===== src/rtl/fetch_entry_queue.sv =====
// rtl/fetch_entry_queue.sv - decoupling FIFO of fetch entries between frontend and decode.
// Output is registered-only: an entry is never forwarded combinationally from the input.
module fetch_entry_queue #(
  parameter int unsigned DEPTH   = 4,
  parameter int unsigned ENTRY_W = 103
) (
  input  logic                       clk_i,
  input  logic                       rst_i,
  input  logic                       flush_i,
  input  logic [ENTRY_W-1:0]         fetch_entry_i,
  input  logic                       fetch_entry_valid_i,
  output logic                       fetch_entry_ready_o,
  output logic [ENTRY_W-1:0]         fetch_entry_o,
  output logic                       fetch_entry_valid_o,
  input  logic                       fetch_ack_i,
  output logic [$clog2(DEPTH):0]     usage_o
);

  localparam int unsigned PTR_W = $clog2(DEPTH);
  localparam int unsigned CNT_W = PTR_W + 1;
  localparam logic [CNT_W-1:0] FULL_CNT = CNT_W'(DEPTH);

  if (DEPTH < 2 || (DEPTH & (DEPTH - 1)) != 0) begin : g_bad_depth
    $error("fetch_entry_queue: DEPTH must be a power of two and at least 2");
  end

  logic [ENTRY_W-1:0] mem_q [DEPTH];
  logic [PTR_W-1:0]   rd_ptr_q, rd_ptr_d;
  logic [PTR_W-1:0]   wr_ptr_q, wr_ptr_d;
  logic [CNT_W-1:0]   count_q, count_d;
  logic               push, pop;

  assign fetch_entry_ready_o = (count_q != FULL_CNT);
  assign fetch_entry_valid_o = (count_q != '0);
  assign fetch_entry_o       = mem_q[rd_ptr_q];
  assign usage_o             = count_q;

  // Ready is purely registered, so a full queue never accepts even when decode acks.
  assign push = fetch_entry_valid_i && fetch_entry_ready_o && !flush_i;
  assign pop  = fetch_ack_i && fetch_entry_valid_o && !flush_i;

  always_comb begin
    rd_ptr_d = rd_ptr_q;
    wr_ptr_d = wr_ptr_q;
    count_d  = count_q;
    if (flush_i) begin
      rd_ptr_d = '0;
      wr_ptr_d = '0;
      count_d  = '0;
    end else begin
      if (push) wr_ptr_d = wr_ptr_q + 1'b1;
      if (pop)  rd_ptr_d = rd_ptr_q + 1'b1;
      case ({push, pop})
        2'b10:   count_d = count_q + 1'b1;
        2'b01:   count_d = count_q - 1'b1;
        default: count_d = count_q;
      endcase
    end
  end

  always_ff @(posedge clk_i or posedge rst_i) begin
    if (rst_i) begin
      rd_ptr_q <= '0;
      wr_ptr_q <= '0;
      count_q  <= '0;
    end else begin
      rd_ptr_q <= rd_ptr_d;
      wr_ptr_q <= wr_ptr_d;
      count_q  <= count_d;
    end
  end

  // Storage is left unreset; its contents are don't-care while the count is zero.
  always_ff @(posedge clk_i) begin
    if (push) mem_q[wr_ptr_q] <= fetch_entry_i;
  end

endmodule


===== config.mk =====
export PLATFORM = sky130hd
export DESIGN_NAME = fetch_entry_queue
export DESIGN_NICKNAME = d
export VERILOG_FILES = /design/src/rtl/fetch_entry_queue.sv
export SDC_FILE = /design/constraint.sdc
export NUM_CORES = 1
export LEC_CHECK = 0
export CAP_MARGIN = 20
export CELL_PAD_IN_SITES_DETAIL_PLACEMENT = 1
export CELL_PAD_IN_SITES_GLOBAL_PLACEMENT = 1
export CORE_MARGIN = 10
export CORE_UTILIZATION = 40
export DETAILED_ROUTE_END_ITERATION = 10
export GPL_TIMING_DRIVEN = 0
export PLACE_DENSITY_LB_ADDON = 0.15
export SLEW_MARGIN = 20
export SYNTH_ARGS = -nofsm -noshare
export SYNTH_HDL_FRONTEND = slang
export SYNTH_SLANG_ARGS = --single-unit

===== constraint.sdc =====
create_clock -name clk_i -period 3.9 [get_ports clk_i]
set_input_delay 0.78 -clock clk_i [delete_from_list [all_inputs] [get_ports clk_i]]
set_output_delay 0.78 -clock clk_i [all_outputs]
set_load 0.05 [all_outputs]

* Word-level counts from Yosys, hierarchy flattened
Memory sizes are Yosys's and may differ from the RTL's. Cells that the tools add are included.
Storage, ports and cells: register bits after elaboration 7, latch bits 0, RAM bits 412, ROM bits 0, bits of input ports 108, output and inout bits 108, memories kept 1
Cells by class: add/sub/neg operators 4, $mul 0, divide/modulo/power cells 0, $lt $le $gt $ge 0, eq/ne operators 3, shifts and indexed selects 0, muxes and demuxes 8, bitwise logic cells 0, reduce and logical (&&, ||, !) cells 9
Memories:
- mem_q | words 4, bits a word 103, read ports 1, clocked after memory_dff 0, write ports 1, line 27 | logic [ENTRY_W-1:0] mem_q [DEPTH];
Operators with widths (number):
- $mux 2 | 4
- $pmux 3 s2 | 1
- $reduce_bool 3->1 | 2
- $add 2x1->2 const B | 2
- $logic_and 1x1->1 | 4
- $reduce_bool 2->1 | 2
- $add 3x1->3 const B | 1
- $mux 3 | 1
- $ne 3x3->1 const B | 1
- $sub 3x1->3 const B | 1
- $eq 2x1->1 const B | 1
- $eq 2x2->1 const B | 1
- $mux 1 | 2
- $logic_not 1->1 | 1

* Depth between registers and ports, before layout
Gate-level depths: netlist of run 1.
depth after elaboration 6, depth in mapped cells 8

* Least setup slack after synthesis of run 1
OpenSTA, ideal clock, no wires.
path kind input port to flip-flop, from input fetch_entry_valid_i, to memory mem_q[2][100] (enable), library setup time 0.474 ns, arrival time 3.706 ns, required time 3.426 ns, slack -0.280 ns, stages 4, cell sequence buf_2 inv_1 nor3_1 and2_1
On the way: word-level cells in the longest chain between the ends 4
Ends and longest elaborated chain:
- start, declared | line 11 | input logic fetch_entry_valid_i,
- $logic_and 1x1->1 (2 in a row) | line 39 | assign push = fetch_entry_valid_i && fetch_entry_ready_o && !flush_i;
- $mux 1 | line 75 | if (push) mem_q[wr_ptr_q] <= fetch_entry_i;
- $mux 1 (not written as such) | line 75
- end, declared | line 27
Every way passes these cells.

* Worst setup path after layout of run 1
from register rd_ptr_q[1], to output fetch_entry_o[37]
On the way: word-level cells in the longest chain between the ends 1
Ends and longest elaborated chain:
- start, declared | line 28 | logic [PTR_W-1:0] rd_ptr_q, rd_ptr_d;
- start signal, assigned | line 67 | rd_ptr_q <= rd_ptr_d;
- $mem_v2 4x103
- end, declared | line 13 | output logic [ENTRY_W-1:0] fetch_entry_o,
Every way passes these cells.

==> impl_metrics.tcl, run 1 <==
set metrics [dict create \
    maxCapViolations 0 \
    h-tree-depth 2 \
    yosys.area.top_type "edfxtp_1" \
    clockBufferDepth 3 \
    ir_worst_vdd_v 0.000400 \
    fin_worst_skew_ns 0.0133 \
    p_seq_frac 0.467 \
    setup_viol 0 \
    yosys-top-cells-count "412 x edfxtp_1, 103 x mux4_2, 16 x buf_2" \
    cts.reportedPaths.clkPinSlew_ns 0.06 \
    final_core_util 0.520 \
    rsz0062_at_grt "false" \
    wl_mm 33.9 \
    ys_types 37 \
    power.internal_w 0.00807 \
    die_h_um 217 \
    via_count 7130 \
    drv_slew 0 \
    syn_area_um2 15400 \
    place_area_um2 18400 \
    cts_tree "done" \
    async_flop_share 0.0167 \
    cp_slowest_cell "clkdlybuf4s50_1" \
    drc 0 \
    io_pins 216 \
    ys_warn_count 0 \
    wirelength_met1_mm 13.5 \
    finalHoldViolCount 0 \
    p_leak_nw 6.26 \
    met3_length_mm 2.17 \
    ant_nets 0 \
    clkSinkCount 419 \
    cts_buffers 44 \
    synth_top_family_by_area "multiplexers" \
    grt_overflow 0 \
    dp.final_hpwl_mm 22.2 \
    yosysSeqAreaShare 0.812 \
    p_sw_frac 0.267 \
    wl_met2_mm 17.6 \
    drtPass1Iterations 7 \
    setup_tns_ns 0 \
    fillers 3379 \
    outcome "finished, final reports clean" \
    p_per_area_nw_per_um2 559 \
    synth_edf_count 412 \
    switchingPower_w 0.00293 \
    crit_path_end_kind "output port" \
    antenna_found_initial 1 \
    worstSetupStartpointType "register" \
    worstMarginPinSlew_ns 0.666 \
    fp.coreArea_um2 37800 \
    cp.required_ns 3.12 \
    synth_seq_cells 419 \
    wl_per_cell_um 23.9 \
    post_drt_via_cell_ratio 5.03 \
    drive_gt1_frac 0.213 \
    final_nets 987 \
    synth_adder_area_share 0.00454 \
    fmax_mhz 274 \
    crit_path_max_fanout 10 \
    die_w_um 217 \
    critPathArrivalTime_ns 2.87 \
    clockPowerShare 0.341 \
    synth_area_leaders "edfxtp_1 80%, mux4_2 15%, dfrtp_1 1.1%" \
    period_share 0.936 \
    combPwrFrac 0.192 \
    grt_use_total 0.143 \
    crit_top_cell "buf_2" \
    clk_latency_ns 0.55 \
    root_buffer "clkbuf_16" \
    dieArea_um2 46900 \
    grt_pass1_wl_mm 51.0 \
    stdcell_area_um2 19700 \
    syn_nets 720 \
    synth_most_common_cell "edfxtp_1" \
    synthCells 607 \
    portBuffers 214 \
    crit_family "buffers and inverters" \
    highest_layer "met4" \
    critical_path.startpoint "rd_ptr_q[1]" \
    period_minus_slack_ns 3.65 \
    worstSetupPathType "register to output port" \
    synthFlopType "edfxtp_1" \
    synth-simple-area-share 0.00907 \
    syn2layout_area_growth_pct 27.3 \
    syn_area_per_cell_um2 25.4 \
    grt_max_degree 45 \
    place_congestion 0.746 \
    post_synth_xor_area_fraction 0.00170 \
    synth_compound_area_frac 0.00713 \
    r2r-start "usage_o[1]" \
    cp_slowest_stage_delay_ns 0.73 \
    synthMuxAreaShare 0.150 \
    cp_num_buf_inv 3 \
    drt_iter0_drc 435 \
    hold_path_class "primary input to asynchronous set/reset pin" \
    rows 71 \
    whs_ns 0.492 \
    path_cells "buf_2 > buf_2 > mux4_2 > clkdlybuf4s50_1" \
    slew_headroom 0.556 \
    initial_core_util 0.408 \
    synth_top_area_frac 0.801 \
    grt_pass1_vias 8219 \
]
-- final cells by class --
type                    instances  area [um^2]  area share
well taps                     511          639      0.0325
flip-flops and latches        419        12500       0.638
clock buffers                  60         1180      0.0601
plain buffers                  29          205      0.0104
inverters                       7         26.3     0.00134
multi-input cells             151         2680       0.136
diodes                          1         2.50    0.000127
repair buffers                222         2280       0.116
clock inverters                18          101     0.00515
-- logic make-up after synthesis --
logic type,Yosys count
DFF,419
muxes,103
adders and majority gates,5
AOI/OAI and AO/OA,16
and+or+nand+nor,24
buffers and inverters,37
xor gates and xnor gates,3
-- placed cells by master, fill, tap and decap left out, types with 3 or more instances in the layout --
cell,n
clkbuf_1,19
clkinv_1,13
buf_8,5
nor2_1,5
buf_16,5
a21oi_1,3
clkbuf_16,45
and2_4,4
inv_1,7
buf_2,16
clkdlybuf4s50_1,167
o21ai_0,3
buf_12,3
dfrtp_1,7
dlygate4sd2_1,47
edfxtp_1,412
nand3_1,4
mux4_2,103
clkinv_2,3
ha_1,4
-- registers in the layout (all words and copies together), names as in the netlist --
signal    cells
rd_ptr_q      2
mem_q       412
wr_ptr_q      2
usage_o       3
-- repair_timing --
item	CTS	global route
buffers inserted	0	0
hold buffers	0	0
endpoints found under the setup margin	60	0
resized for setup	48	0
-- path summary, 6_finish.rpt --
path	endpoint	slack (ns)	cells past startpoint
max reg2reg	mem_q[2][57]	1.35	5
min	usage_o[0]	0.49	2
min reg2reg	wr_ptr_q[1]	0.60	2
max	fetch_entry_o[37]	0.25	4
min in group clk_i	wr_ptr_q[1]	0.60	2
max in group asynchronous	usage_o[1]	3.19	2
-- power groups by stage --
stage | Clock [W] | Sequential, W | Combinational, W
after CTS | 0.00388 | 0.00514 | 0.00216
after detailed placement | 0 | 0.00523 | 0.00222
after global routing | 0.00405 | 0.00515 | 0.00223
after floorplan | 0 | 0.00524 | 0.00142
after global placement | 0 | 0.00523 | 0.00217
final | 0.00375 | 0.00514 | 0.00211
-- stage by stage --
stage	cells	total power, W	worst slack, ns
floorplan	607	0.00666	0.856
global placement	1332	0.00740	-0.809
detailed placement	1340	0.00745	0.445
CTS	1417	0.0112	0.159
global route	1417	0.0114	0.132
finish	1418	0.0110	0.249
-- metal layers --
layer / vias up / GRT usage
met5: - / 0
met2: 199 / 0.246
met1: 3755 / 0.172
li1: 3135 / -
met4: 0 / 0.0480
met3: 41 / 0.0389
(Power assumes the default switching activity.)
==> run 2, diff against run 1 <==
MAX_ROUTING_LAYER = met4   (was not set)
clock period = 4.35 ns   (was 3.9 ns; I/O delays follow)
==> run 2 against run 1 <==
Compared with the run above: core utilization rose by 0.54 points; worst setup slack improved by 0.20 ns; die area did not move; largest power group unchanged; power fell by 7.5%; sequential power fell by 11%; count of clock-buffer cells in the layout rose by 3; combinational power fell by 8%; wire length barely moved; sequential cell count did not move.
==> impl_metrics.tcl, run 2 (synthesis gave the netlist of run 1 again) <==
set metrics [dict create \
    antenna_found_initial 1 \
    layout_commonest_cell "edfxtp_1" \
    dp.cells 1340 \
    p_per_area_nw_per_um2 512 \
    p_leak_nw 6.27 \
    hold_buffers 0 \
    grt_pass1_wl_mm 50.6 \
    drv_slew 0 \
    setup_viol 0 \
    final_core_util 0.525 \
    root_buffer "clkbuf_16" \
    critPathArrivalTime_ns 3.03 \
    drive_gt1_frac 0.218 \
    fin_worst_skew_ns 0.0167 \
    initial_core_util 0.408 \
    final_cells 1423 \
    place_congestion 0.750 \
    ir_worst_vdd_v 0.000404 \
    clkSinkCount 419 \
    fp.coreArea_um2 37800 \
    post-cts-setup-buffers 0 \
    period_minus_slack_ns 3.90 \
    final_cell_mix "412 x edfxtp_1, 214 x clkdlybuf4s50_1, 103 x mux4_2" \
    largest_register_ffs 412 \
    fmax_mhz 257 \
    post_drt_via_cell_ratio 5.02 \
    crit_family "buffers and inverters" \
    worstMarginPinSlew_ns 0.658 \
    cp_slowest_cell "clkdlybuf4s50_1" \
    crit_path_end_kind "output port" \
    rsz0062_at_grt "false" \
    grt_max_degree 45 \
    dieArea_um2 46900 \
    wl_met2_mm 17.8 \
    final_nets 989 \
    wl_mm 33.9 \
    wirelength_met1_mm 13.9 \
    die_w_um 217 \
    period_share 0.896 \
    h-tree-depth 2 \
    hold_path_class "primary input to asynchronous set/reset pin" \
    cts.reportedPaths.clkPinSlew_ns 0.06 \
    rows 71 \
    worstSetupPathType "register to output port" \
    drt_iter0_drc 401 \
    largest_register "mem_q" \
    ant_nets 0 \
    cp_num_buf_inv 4 \
    fillers 3327 \
    outcome "finished, final reports clean" \
    dp.final_hpwl_mm 22.4 \
    via_count 7144 \
    cp.required_ns 3.48 \
    worstSetupStartpointType "register" \
    maxCapViolations 0 \
    worst-r2r-cell-count 5 \
    highest_layer "met4" \
    drtPass1Iterations 4 \
    cts_buffers 45 \
    met3_length_mm 1.53 \
    grt_pass1_vias 8058 \
    finalHoldViolCount 0 \
    io_pins 216 \
    worstSetupPathDepth 5 \
    cts_tree "done" \
    path_cells "clkbuf_1 > buf_2 > buf_2 > mux4_2 > clkdlybuf4s50_1" \
    crit_top_cell "buf_2" \
    setup_tns_ns 0 \
    drc 0 \
    crit_path_max_fanout 10 \
    grt_use_total 0.147 \
    slew_headroom 0.562 \
    portBuffers 214 \
    clk_latency_ns 0.56 \
    wl_per_cell_um 23.8 \
    grt_overflow 0 \
    cp_slowest_stage_delay_ns 0.72 \
    syn2layout_area_growth_pct 28.6 \
    cts_resized 0 \
    die_h_um 217 \
    clockBufferDepth 3 \
]
-- run 2: changes by cell type in the layout (fill, tap and decap cells not counted), sizes merged --
| cell | before | now |
|---|---|---|
| bufinv | 1 | 3 |
| clkinv | 16 | 13 |
| dlygate4sd2 | 47 | 0 |
| clkdlybuf4s50 | 167 | 214 |
| clkbuf | 65 | 69 |
| inv | 7 | 9 |
-- run 2: worst paths after layout --
path | start | to | slack, ns
worst max register to register | usage_o[1] | mem_q[2][76] | 1.75
min in group clk_i | wr_ptr_q[0] | wr_ptr_q[0] | 0.63
worst min register to register | wr_ptr_q[0] | wr_ptr_q[0] | 0.63
max in group asynchronous | rst_i | wr_ptr_q[0] | 3.54
worst max-delay path | rd_ptr_q[1] | fetch_entry_o[86] | 0.45
worst min-delay path | rst_i | usage_o[0] | 0.57
-- run 2: through the flow --
| step | power, W | setup slack [ns] | hold slack (ns) | cell area [um^2] |
|---|---|---|---|---|
| 4_1_cts | 0.0103 | 0.255 | 0.543 | 19900 |
| 6_report | 0.0102 | 0.453 | 0.571 | 19900 |
| 3_3_place_gp | 0.00665 | -2.54 | 0.579 | 18200 |
| 2_1_floorplan | 0.00598 | 0.0803 | 0.557 | 15400 |
| 5_1_grt | 0.0106 | 0.218 | 0.565 | 19900 |
| 3_5_place_dp | 0.00668 | 0.856 | 0.630 | 18500 |
-- run 2: worst reg2reg max path: cells and delay by family (launching register included) --
family                 cells  cell delay (ns)
buffers and inverters      2             0.64
AND/OR/NAND/NOR            3             1.17
flip-flops                 1             0.40
-- run 2: final cells by class --
| cell class | count | area, um^2 | share of cell area |
|---|---|---|---|
| clock inverters | 19 | 169 | 0.00850 |
| multi-input cells | 151 | 2680 | 0.135 |
| repair buffers | 222 | 2360 | 0.119 |
| plain buffers | 30 | 208 | 0.0105 |
| diodes | 1 | 2.50 | 0.000126 |
| well taps | 511 | 639 | 0.0322 |
| inverters | 7 | 26.3 | 0.00132 |
| flip-flops and latches | 419 | 12500 | 0.632 |
| clock buffers | 63 | 1240 | 0.0622 |
-- run 2: layer usage --
| metal | vias to the layer above | GRT usage |
|---|---|---|
| li1 | 3149 | - |
| met1 | 3765 | 0.175 |
| met2 | 178 | 0.244 |
| met3 | 52 | 0.0364 |
| met4 | 0 | 0.0438 |
| met5 | - | - |
-- run 2: where the power goes --
part           internal [W]  switching, W
registers           0.00457     0.0000312
clock network       0.00216       0.00146
logic              0.000769       0.00118
total               0.00750       0.00268
